File: src/rtl/mux_arb_pkg.sv
// Shared definitions for the round-robin mux arbiter: state encoding, sizes and reset pointer.
package mux_arb_pkg;

    localparam int unsigned ARB_N  = 8;
    localparam int unsigned ARB_SW = 3;

    typedef enum logic {
        ARB_IDLE  = 1'b0,
        ARB_GRANT = 1'b1
    } arb_state_e;

    // Pointer starts at the last index so requester 0 is searched first after reset.
    localparam logic [ARB_SW-1:0] PTR_RESET = 3'd7;

endpackage

File: src/rtl/rr_pick.sv
// Combinational round-robin pick: first asserted request after ptr, searching ptr+1 .. ptr+8 mod 8.
module rr_pick
    import mux_arb_pkg::*;
(
    input  logic [ARB_N-1:0]  req,
    input  logic [ARB_SW-1:0] ptr,
    output logic              any,
    output logic [ARB_SW-1:0] win,
    output logic [ARB_N-1:0]  win_oh
);

    logic [ARB_SW-1:0] idx;

    always_comb begin
        any    = 1'b0;
        win    = ptr;
        idx    = ptr;
        win_oh = '0;
        // The last probe (i == ARB_N) wraps to ptr itself, so the previous owner ranks last.
        for (int unsigned i = 1; i <= ARB_N; i++) begin
            idx = ptr + ARB_SW'(i);
            if (!any && req[idx]) begin
                any = 1'b1;
                win = idx;
            end
        end
        if (any) begin
            win_oh = ARB_N'(1) << win;
        end
    end

endmodule

File: src/rtl/mux_rr_arbiter.sv
// Round-robin arbiter sharing an 8:1 bit mux; registers d[sel] of the owner onto y.
// Optional hold timeout with forced release is compiled in by defining MUX_ARB_TIMEOUT_EN.
module mux_rr_arbiter
    import mux_arb_pkg::*;
#(
    parameter int unsigned N        = 8,
    parameter int unsigned SW       = 3,
    parameter int unsigned MAX_HOLD = 16
) (
    input  logic          clk,
    input  logic          rst,
    input  logic [N-1:0]  req,
    input  logic [N-1:0]  d,
    output logic [N-1:0]  grant,
    output logic [SW-1:0] sel,
    output logic          valid,
    output logic          y
);

    arb_state_e    state_q, state_d;
    logic [SW-1:0] ptr_q, ptr_d;
    logic [SW-1:0] sel_q, sel_d;
    logic [N-1:0]  grant_q, grant_d;
    logic          y_q, y_d;

    logic          any;
    logic [SW-1:0] win;
    logic [N-1:0]  win_oh;
    logic          force_rel;

    rr_pick u_rr_pick (
        .req    (req),
        .ptr    (ptr_q),
        .any    (any),
        .win    (win),
        .win_oh (win_oh)
    );

`ifdef MUX_ARB_TIMEOUT_EN
    localparam int unsigned CW = $clog2(MAX_HOLD);
    localparam logic [CW-1:0] CNT_MAX = CW'(MAX_HOLD - 1);

    logic [CW-1:0] cnt_q, cnt_d;

    // Only preempt the owner when someone else is actually waiting.
    assign force_rel = (cnt_q == CNT_MAX) && (|(req & ~grant_q));
`else
    logic unused_max_hold;

    assign force_rel       = 1'b0;
    assign unused_max_hold = ^MAX_HOLD;
`endif

    always_comb begin
        state_d = state_q;
        ptr_d   = ptr_q;
        sel_d   = sel_q;
        grant_d = grant_q;
        y_d     = 1'b0;
`ifdef MUX_ARB_TIMEOUT_EN
        cnt_d   = cnt_q;
`endif
        case (state_q)
            ARB_IDLE: begin
                if (any) begin
                    state_d = ARB_GRANT;
                    grant_d = win_oh;
                    sel_d   = win;
                    ptr_d   = win;
`ifdef MUX_ARB_TIMEOUT_EN
                    cnt_d   = '0;
`endif
                end
            end
            ARB_GRANT: begin
                if (!req[sel_q] || force_rel) begin
                    state_d = ARB_IDLE;
                    grant_d = '0;
                end else begin
                    y_d = d[sel_q];
`ifdef MUX_ARB_TIMEOUT_EN
                    if (cnt_q != CNT_MAX) begin
                        cnt_d = cnt_q + 1'b1;
                    end
`endif
                end
            end
            default: state_d = ARB_IDLE;
        endcase
    end

    always_ff @(posedge clk or posedge rst) begin
        if (rst) begin
            state_q <= ARB_IDLE;
            ptr_q   <= PTR_RESET;
            sel_q   <= '0;
            grant_q <= '0;
            y_q     <= 1'b0;
        end else begin
            state_q <= state_d;
            ptr_q   <= ptr_d;
            sel_q   <= sel_d;
            grant_q <= grant_d;
            y_q     <= y_d;
        end
    end

`ifdef MUX_ARB_TIMEOUT_EN
    always_ff @(posedge clk or posedge rst) begin
        if (rst) begin
            cnt_q <= '0;
        end else begin
            cnt_q <= cnt_d;
        end
    end
`endif

    assign grant = grant_q;
    assign sel   = sel_q;
    assign valid = (state_q == ARB_GRANT);
    assign y     = y_q;

endmodule

File: config.mk
export PLATFORM = sky130hd
export DESIGN_NAME = mux_rr_arbiter
export DESIGN_NICKNAME = d
export VERILOG_FILES = /design/src/rtl/mux_arb_pkg.sv /design/src/rtl/rr_pick.sv /design/src/rtl/mux_rr_arbiter.sv
export SDC_FILE = /design/constraint.sdc
export NUM_CORES = 1
export LEC_CHECK = 0
export ABC_AREA = 0
export BUFFER_PORTS_ARGS = -buffer_cell sky130_fd_sc_hd__buf_2
export CAP_MARGIN = 15
export CORE_MARGIN = 5
export CORE_UTILIZATION = 45
export DETAILED_ROUTE_END_ITERATION = 10
export PLACE_DENSITY = 0.72
export SYNTH_ARGS = -nofsm -noshare
export SYNTH_HDL_FRONTEND = slang
export SYNTH_SLANG_ARGS = --single-unit
File: constraint.sdc
create_clock -name clk -period 4.3 [get_ports clk]
set_input_delay 0.86 -clock clk [delete_from_list [all_inputs] [get_ports clk]]
set_output_delay 0.86 -clock clk [all_outputs]
set_load 0.01 [all_outputs]
==> impl_metrics.yaml, run 1 <==
critical_path:
  crit_type: "flip-flop to flip-flop"
  arrival_ns: 3.80
  cp_max_fo: 15
  worst_setup_path_start_kind: "flip-flop"
  crit_chain: "inv_2 > ha_1 > mux2i_1 > mux2i_1 > o221a_2 > or4_4 > o21a_1 > mux2_4"
  cp-end-kind: "flip-flop"
  crit_path_frequent_cell: "mux2i_1"
  crit_path_max_incr_delay_ns: 0.71
  required_ns: 4.44
  slowest_stage: "dfstp_2"
synthesis:
  ys_ff_latch: 16
  synth_cell_types: 56
  synth_edf_count: 0
  synth.area.mux_share: 0.3118
  syn_inst: 172
  yosysWarningCount: 0
  synth_top_family_by_area: "multiplexers"
  yosys.area_share.simple: 0.1352
  synth_area_um2: 1785
  ys_seq_area_frac: 0.2263
  synth_compound_area_frac: 0.2207
  synth-main-ff-cell: "dfrtp_1"
  synthArstFlopShare: 1.000
  synth_nets: 192
  synth_fa_ha_area_frac: 0.01402
  avgSynthCellArea_um2: 10.38
  synth-xor-area-share: 0.02873
floorplanning:
  die_area_um2: 5328
  io-pin-count: 31
  die_x_um: 72.99
  die_h_um: 72.99
  core_area_um2: 3744
  start_util: 0.4769
  fp-row-count: 22
sta:
  period_needed_ns: 3.663
  drv_slew: 0
  rsz0062_at_grt: "no"
  final_hold_viol_count: 0
  finalSetupTns_ns: 0
  worst_pin_slew_ns: 0.6085
  max_freq_mhz: 273.0
  setup_viol: 0
  skew_ns: 0.004242
  period_share: 0.8518
  max_slew_margin: 0.5939
cells_and_area:
  antenna_cells: 0
  layout_commonest_cell: "buf_2"
  nets: 218
  drive_above_1_share: 0.3503
  final_cell_mix: "buf_2, mux2i_1, nand2_1"
  instances_no_fill: 245
  synthToLayoutAreaGrowth_pct: 10.86
route:
  via_per_inst: 6.376
  ant_nets: 0
  wl_per_cell_um: 18.67
  drt_first_pass_iters: 5
  dr_wl_met3_um: 289
  wl_met1_um: 1985
  wl_met2_um: 2223
  drt_wl_total_um: 4573
  drc: 0
  drt_iter0_markers: 106
  top_layer: "met4"
  via_count: 1562
place:
  portBuffers: 30
  gp_congestion: 0.9441
  dp_hpwl_um: 3493
  dp_cells: 241
worst_hold_path:
  hold_class: "flip-flop to flip-flop"
cts:
  cts_resized: 0
  cts_setup_buffers: 0
  clock-sinks: 16
  htreeDepth: 1
  postCtsHoldBufs: 0
  path_clk_slew_ns: 0.06
  cts_tree: "done"
  cts_buffers: 3
  insertion_delay_ns: 0.25
  clockRootBuffer: "clkbuf_8"
  clock_path_buffers: 2
grt:
  grt_pass1_vias: 1547
  grt_overflow_total: 0
  grt_usage: 0.1830
  grt_max_degree: 26
  grt_antenna_before_repair: 0
  grt_pass1_wl_um: 7679
status:
  status: "finished, final reports clean"
run:
  drv_cap: 0
[final cells by class]
type                       instances  area, um2
multi-input combinational        137       1269
fill                             347       1764
inverter                           9      33.78
timing repair buffer              31      157.7
clock buffer                       4      55.05
sequential                        16      404.1
tap                               48      60.06
[through the flow]
| stage | hold WS, ns | util | worst slack [ns] | cell area (um2) |
|---|---|---|---|---|
| after floorplan | 0.5063 | - | 1.065 | 1785 |
| final | 0.4798 | 0.5287 | 0.6373 | 1979 |
| after global routing | 0.5342 | 0.5287 | 0.2920 | 1979 |
| after CTS | 0.4816 | 0.5287 | 0.6714 | 1979 |
| after global placement | 0.4614 | 0.5140 | 0.7412 | 1924 |
| after detailed placement | 0.4576 | 0.5140 | 0.6840 | 1924 |
[routing by layer]
metal	GRT usage	vias to the layer above
li1	-	729
met1	0.2562	776
met2	0.2731	49
met3	0.05923	8
met4	0.04303	0
met5	0	-
[worst max-delay path: cells and delay by family (launching register included)]
| kind | cells | cell delay [ns] |
|---|---|---|
| DFF | 1 | 0.71 |
| muxes | 3 | 0.85 |
| buffers and inverters | 1 | 0.12 |
| AOI/OAI and AO/OA | 2 | 0.67 |
| adders and majority gates | 1 | 0.66 |
| and+or+nand+nor | 1 | 0.53 |
[logic make-up after synthesis]
family,Yosys count
mux,37
flops,16
fa+ha+maj,2
simple gates,47
compound gates,46
xor+xnor,5
buf+inv,19
[sequential cells by signal (all words and copies together) (netlist names)]
register / cells
sel: 3
y: 1
ptr_q: 3
grant: 8
valid: 1
[cell usage after synthesis, types with 2 or more instances]
| library cell | count | area share |
|---|---|---|
| mux2i_1 | 17 | 0.095 |
| nand2_1 | 14 | 0.029 |
| dfrtp_1 | 13 | 0.18 |
| mux4_2 | 13 | 0.16 |
| nor2_1 | 9 | 0.019 |
| and2_1 | 6 | 0.021 |
| inv_1 | 6 | 0.013 |
| buf_6 | 5 | 0.032 |
| a21oi_1 | 4 | 0.011 |
| a41o_1 | 4 | 0.022 |
| mux2_4 | 4 | 0.034 |
| nand3_1 | 4 | 0.011 |
| o41ai_1 | 4 | 0.020 |
| a221oi_1 | 3 | 0.015 |
| buf_2 | 3 | 0.0084 |
| dfstp_2 | 3 | 0.044 |
| inv_2 | 3 | 0.0063 |
| o221ai_1 | 3 | 0.015 |
| xnor2_1 | 3 | 0.015 |
| a2111oi_2 | 2 | 0.017 |
| a211oi_1 | 2 | 0.0084 |
| a21boi_0 | 2 | 0.0084 |
| a31o_1 | 2 | 0.0098 |
| a31oi_1 | 2 | 0.0070 |
| and3_1 | 2 | 0.0070 |
| clkbuf_1 | 2 | 0.0042 |
| ha_1 | 2 | 0.014 |
| mux2_1 | 2 | 0.013 |
| nand2b_1 | 2 | 0.0070 |
| nor3_1 | 2 | 0.0056 |
| o21ai_0 | 2 | 0.0056 |
| o21ai_1 | 2 | 0.0056 |
| o22ai_1 | 2 | 0.0070 |
[final timing paths]
check / from / end / slack, ns / cells past startpoint
hold reg to reg: grant[2]$_DFFE_PP0P_ / grant[2]$_DFFE_PP0P_ / 0.48 / 2
hold / removal: grant[2]$_DFFE_PP0P_ / grant[2]$_DFFE_PP0P_ / 0.48 / 2
setup reg to reg: ptr_q[1]$_DFFE_PP1P_ / sel[2]$_DFFE_PP0P_ / 0.64 / 8
max in group asynchronous: rst / grant[0]$_DFFE_PP0P_ / 3.23 / 2
min in group asynchronous: rst / grant[6]$_DFFE_PP0P_ / 0.67 / 2
setup / recovery: ptr_q[1]$_DFFE_PP1P_ / sel[2]$_DFFE_PP0P_ / 0.64 / 8
Power of run 1 is left out: the tool's default activity adds up to more than one toggle a clock period on the data nets, which glitch-free logic cannot reach.
==> run 2: changes to the inputs <==
- clock period: 4.3 -> 3.8 ns (I/O delays scaled with it)
==> impl_metrics.yaml, run 2 (synthesized netlist as in run 1, its figures left out) <==
status:
  status: "finished, final reports clean"
critical_path:
  cp-end-kind: "flip-flop"
  crit_path_frequent_cell: "mux2i_1"
  crit_type: "flip-flop to flip-flop"
  arrival_ns: 3.53
  crit_chain: "inv_2 > ha_1 > mux2i_1 > mux2i_1 > o221a_2 > a2111oi_2 > nor3_1 > o22a_1 > o41ai_1"
  timing.rr.start: "ptr_q[1]$_DFFE_PP1P_"
  slowest_stage: "ha_1"
  crit_path_max_incr_delay_ns: 0.62
  worst_setup_path_start_kind: "flip-flop"
  r2r_cells: 9
  cp_max_fo: 14
  required_ns: 3.93
  startpoint: "ptr_q[1]$_DFFE_PP1P_"
route:
  ant_nets: 0
  wl_per_cell_um: 18.13
  via_per_inst: 6.443
  drt_iter0_markers: 87
  drt_first_pass_iters: 4
  drc: 0
  drt_wl_total_um: 4461
  via_count: 1585
cts:
  htreeDepth: 1
  clockRootBuffer: "clkbuf_8"
  path_clk_slew_ns: 0.06
  postCtsHoldBufs: 0
  clock_path_buffers: 2
  cts_setup_buffers: 0
  cts_tree: "done"
  insertion_delay_ns: 0.25
  cts_buffers: 3
  clock-sinks: 16
  cts_resized: 0
floorplanning:
  fp-row-count: 22
  core_area_um2: 3744
  start_util: 0.4769
  io-pin-count: 31
  die_x_um: 72.99
  die_h_um: 72.99
  die_area_um2: 5328
grt:
  grt_pass1_wl_um: 7369
  grt_max_degree: 26
  grt_pass1_vias: 1465
  grt_overflow_total: 0
  grt_usage: 0.1762
  grt_antenna_before_repair: 0
sta:
  finalSetupTns_ns: 0
  rsz0062_at_grt: "no"
  setup_viol: 0
  drv_slew: 0
  final_hold_viol_count: 0
  period_share: 0.8929
  max_freq_mhz: 294.7
  worst_pin_slew_ns: 0.6016
  period_needed_ns: 3.393
  skew_ns: 0.004936
  max_slew_margin: 0.5985
  whs_ns: 0.4812
worst_hold_path:
  min_from: "grant[3]$_DFFE_PP0P_"
  hold_depth: 2
  hold_class: "flip-flop to flip-flop"
cells_and_area:
  final_core_util: 0.5307
  nets: 219
  largest_reg_flops: 8
  layout_commonest_cell: "buf_2"
  final_cell_mix: "buf_2, mux2i_1, nand2_1"
  synthToLayoutAreaGrowth_pct: 11.28
  drive_above_1_share: 0.3535
  antenna_cells: 0
place:
  portBuffers: 30
  gp_congestion: 0.8869
  dp_hpwl_um: 3447
run:
  drv_cap: 0
## run 2: cell types whose count changed in the layout (fill, tap and decap cells not counted)
cell / before / now
buf_4: 1 / 2
## run 2: layout make-up
type                    instances  area, um2
well taps                      48      60.06
flip-flops and latches         16      404.1
inverters                       9      33.78
clock buffers                   4      55.05
fillers                       364       1757
multi-input cells             137       1269
repair buffers                 32      165.2
## run 2: stage by stage
stage	worst slack (ns)	cell area, um2	cells
detailed placement	0.4213	1932	242
floorplan	0.5649	1785	172
CTS	0.4005	1987	246
global route	0.1254	1987	246
global placement	0.4143	1932	242
finish	0.4068	1987	246
## run 2: final timing paths
check / end / slack [ns]
worst max-delay path: grant[3]$_DFFE_PP0P_ / 0.41
worst min-delay path: grant[3]$_DFFE_PP0P_ / 0.48
worst max register to register: grant[3]$_DFFE_PP0P_ / 0.41
worst min register to register: grant[3]$_DFFE_PP0P_ / 0.48
max in group asynchronous: grant[6]$_DFFE_PP0P_ / 2.84
min in group asynchronous: sel[1]$_DFFE_PP0P_ / 0.57
## run 2: routing by layer
metal	vias to the layer above	track usage	part of all wire	wire, um
met2	52	0.2691	0.49	2168
met4	0	0.03893	0.011	49
met5	-	0	0	0
met1	789	0.2549	0.44	1980
li1	738	-	-	-
met3	6	0.03719	0.059	263
## run 2: critical path: cells and delay by family (launching register included)
kind | cells | cell delay (ns)
simple gates | 1 | 0.13
compound gates | 4 | 1.39
flops | 1 | 0.53
fa+ha+maj | 1 | 0.62
mux | 2 | 0.53
buf+inv | 1 | 0.07
Power of run 2 is left out for the same reason.
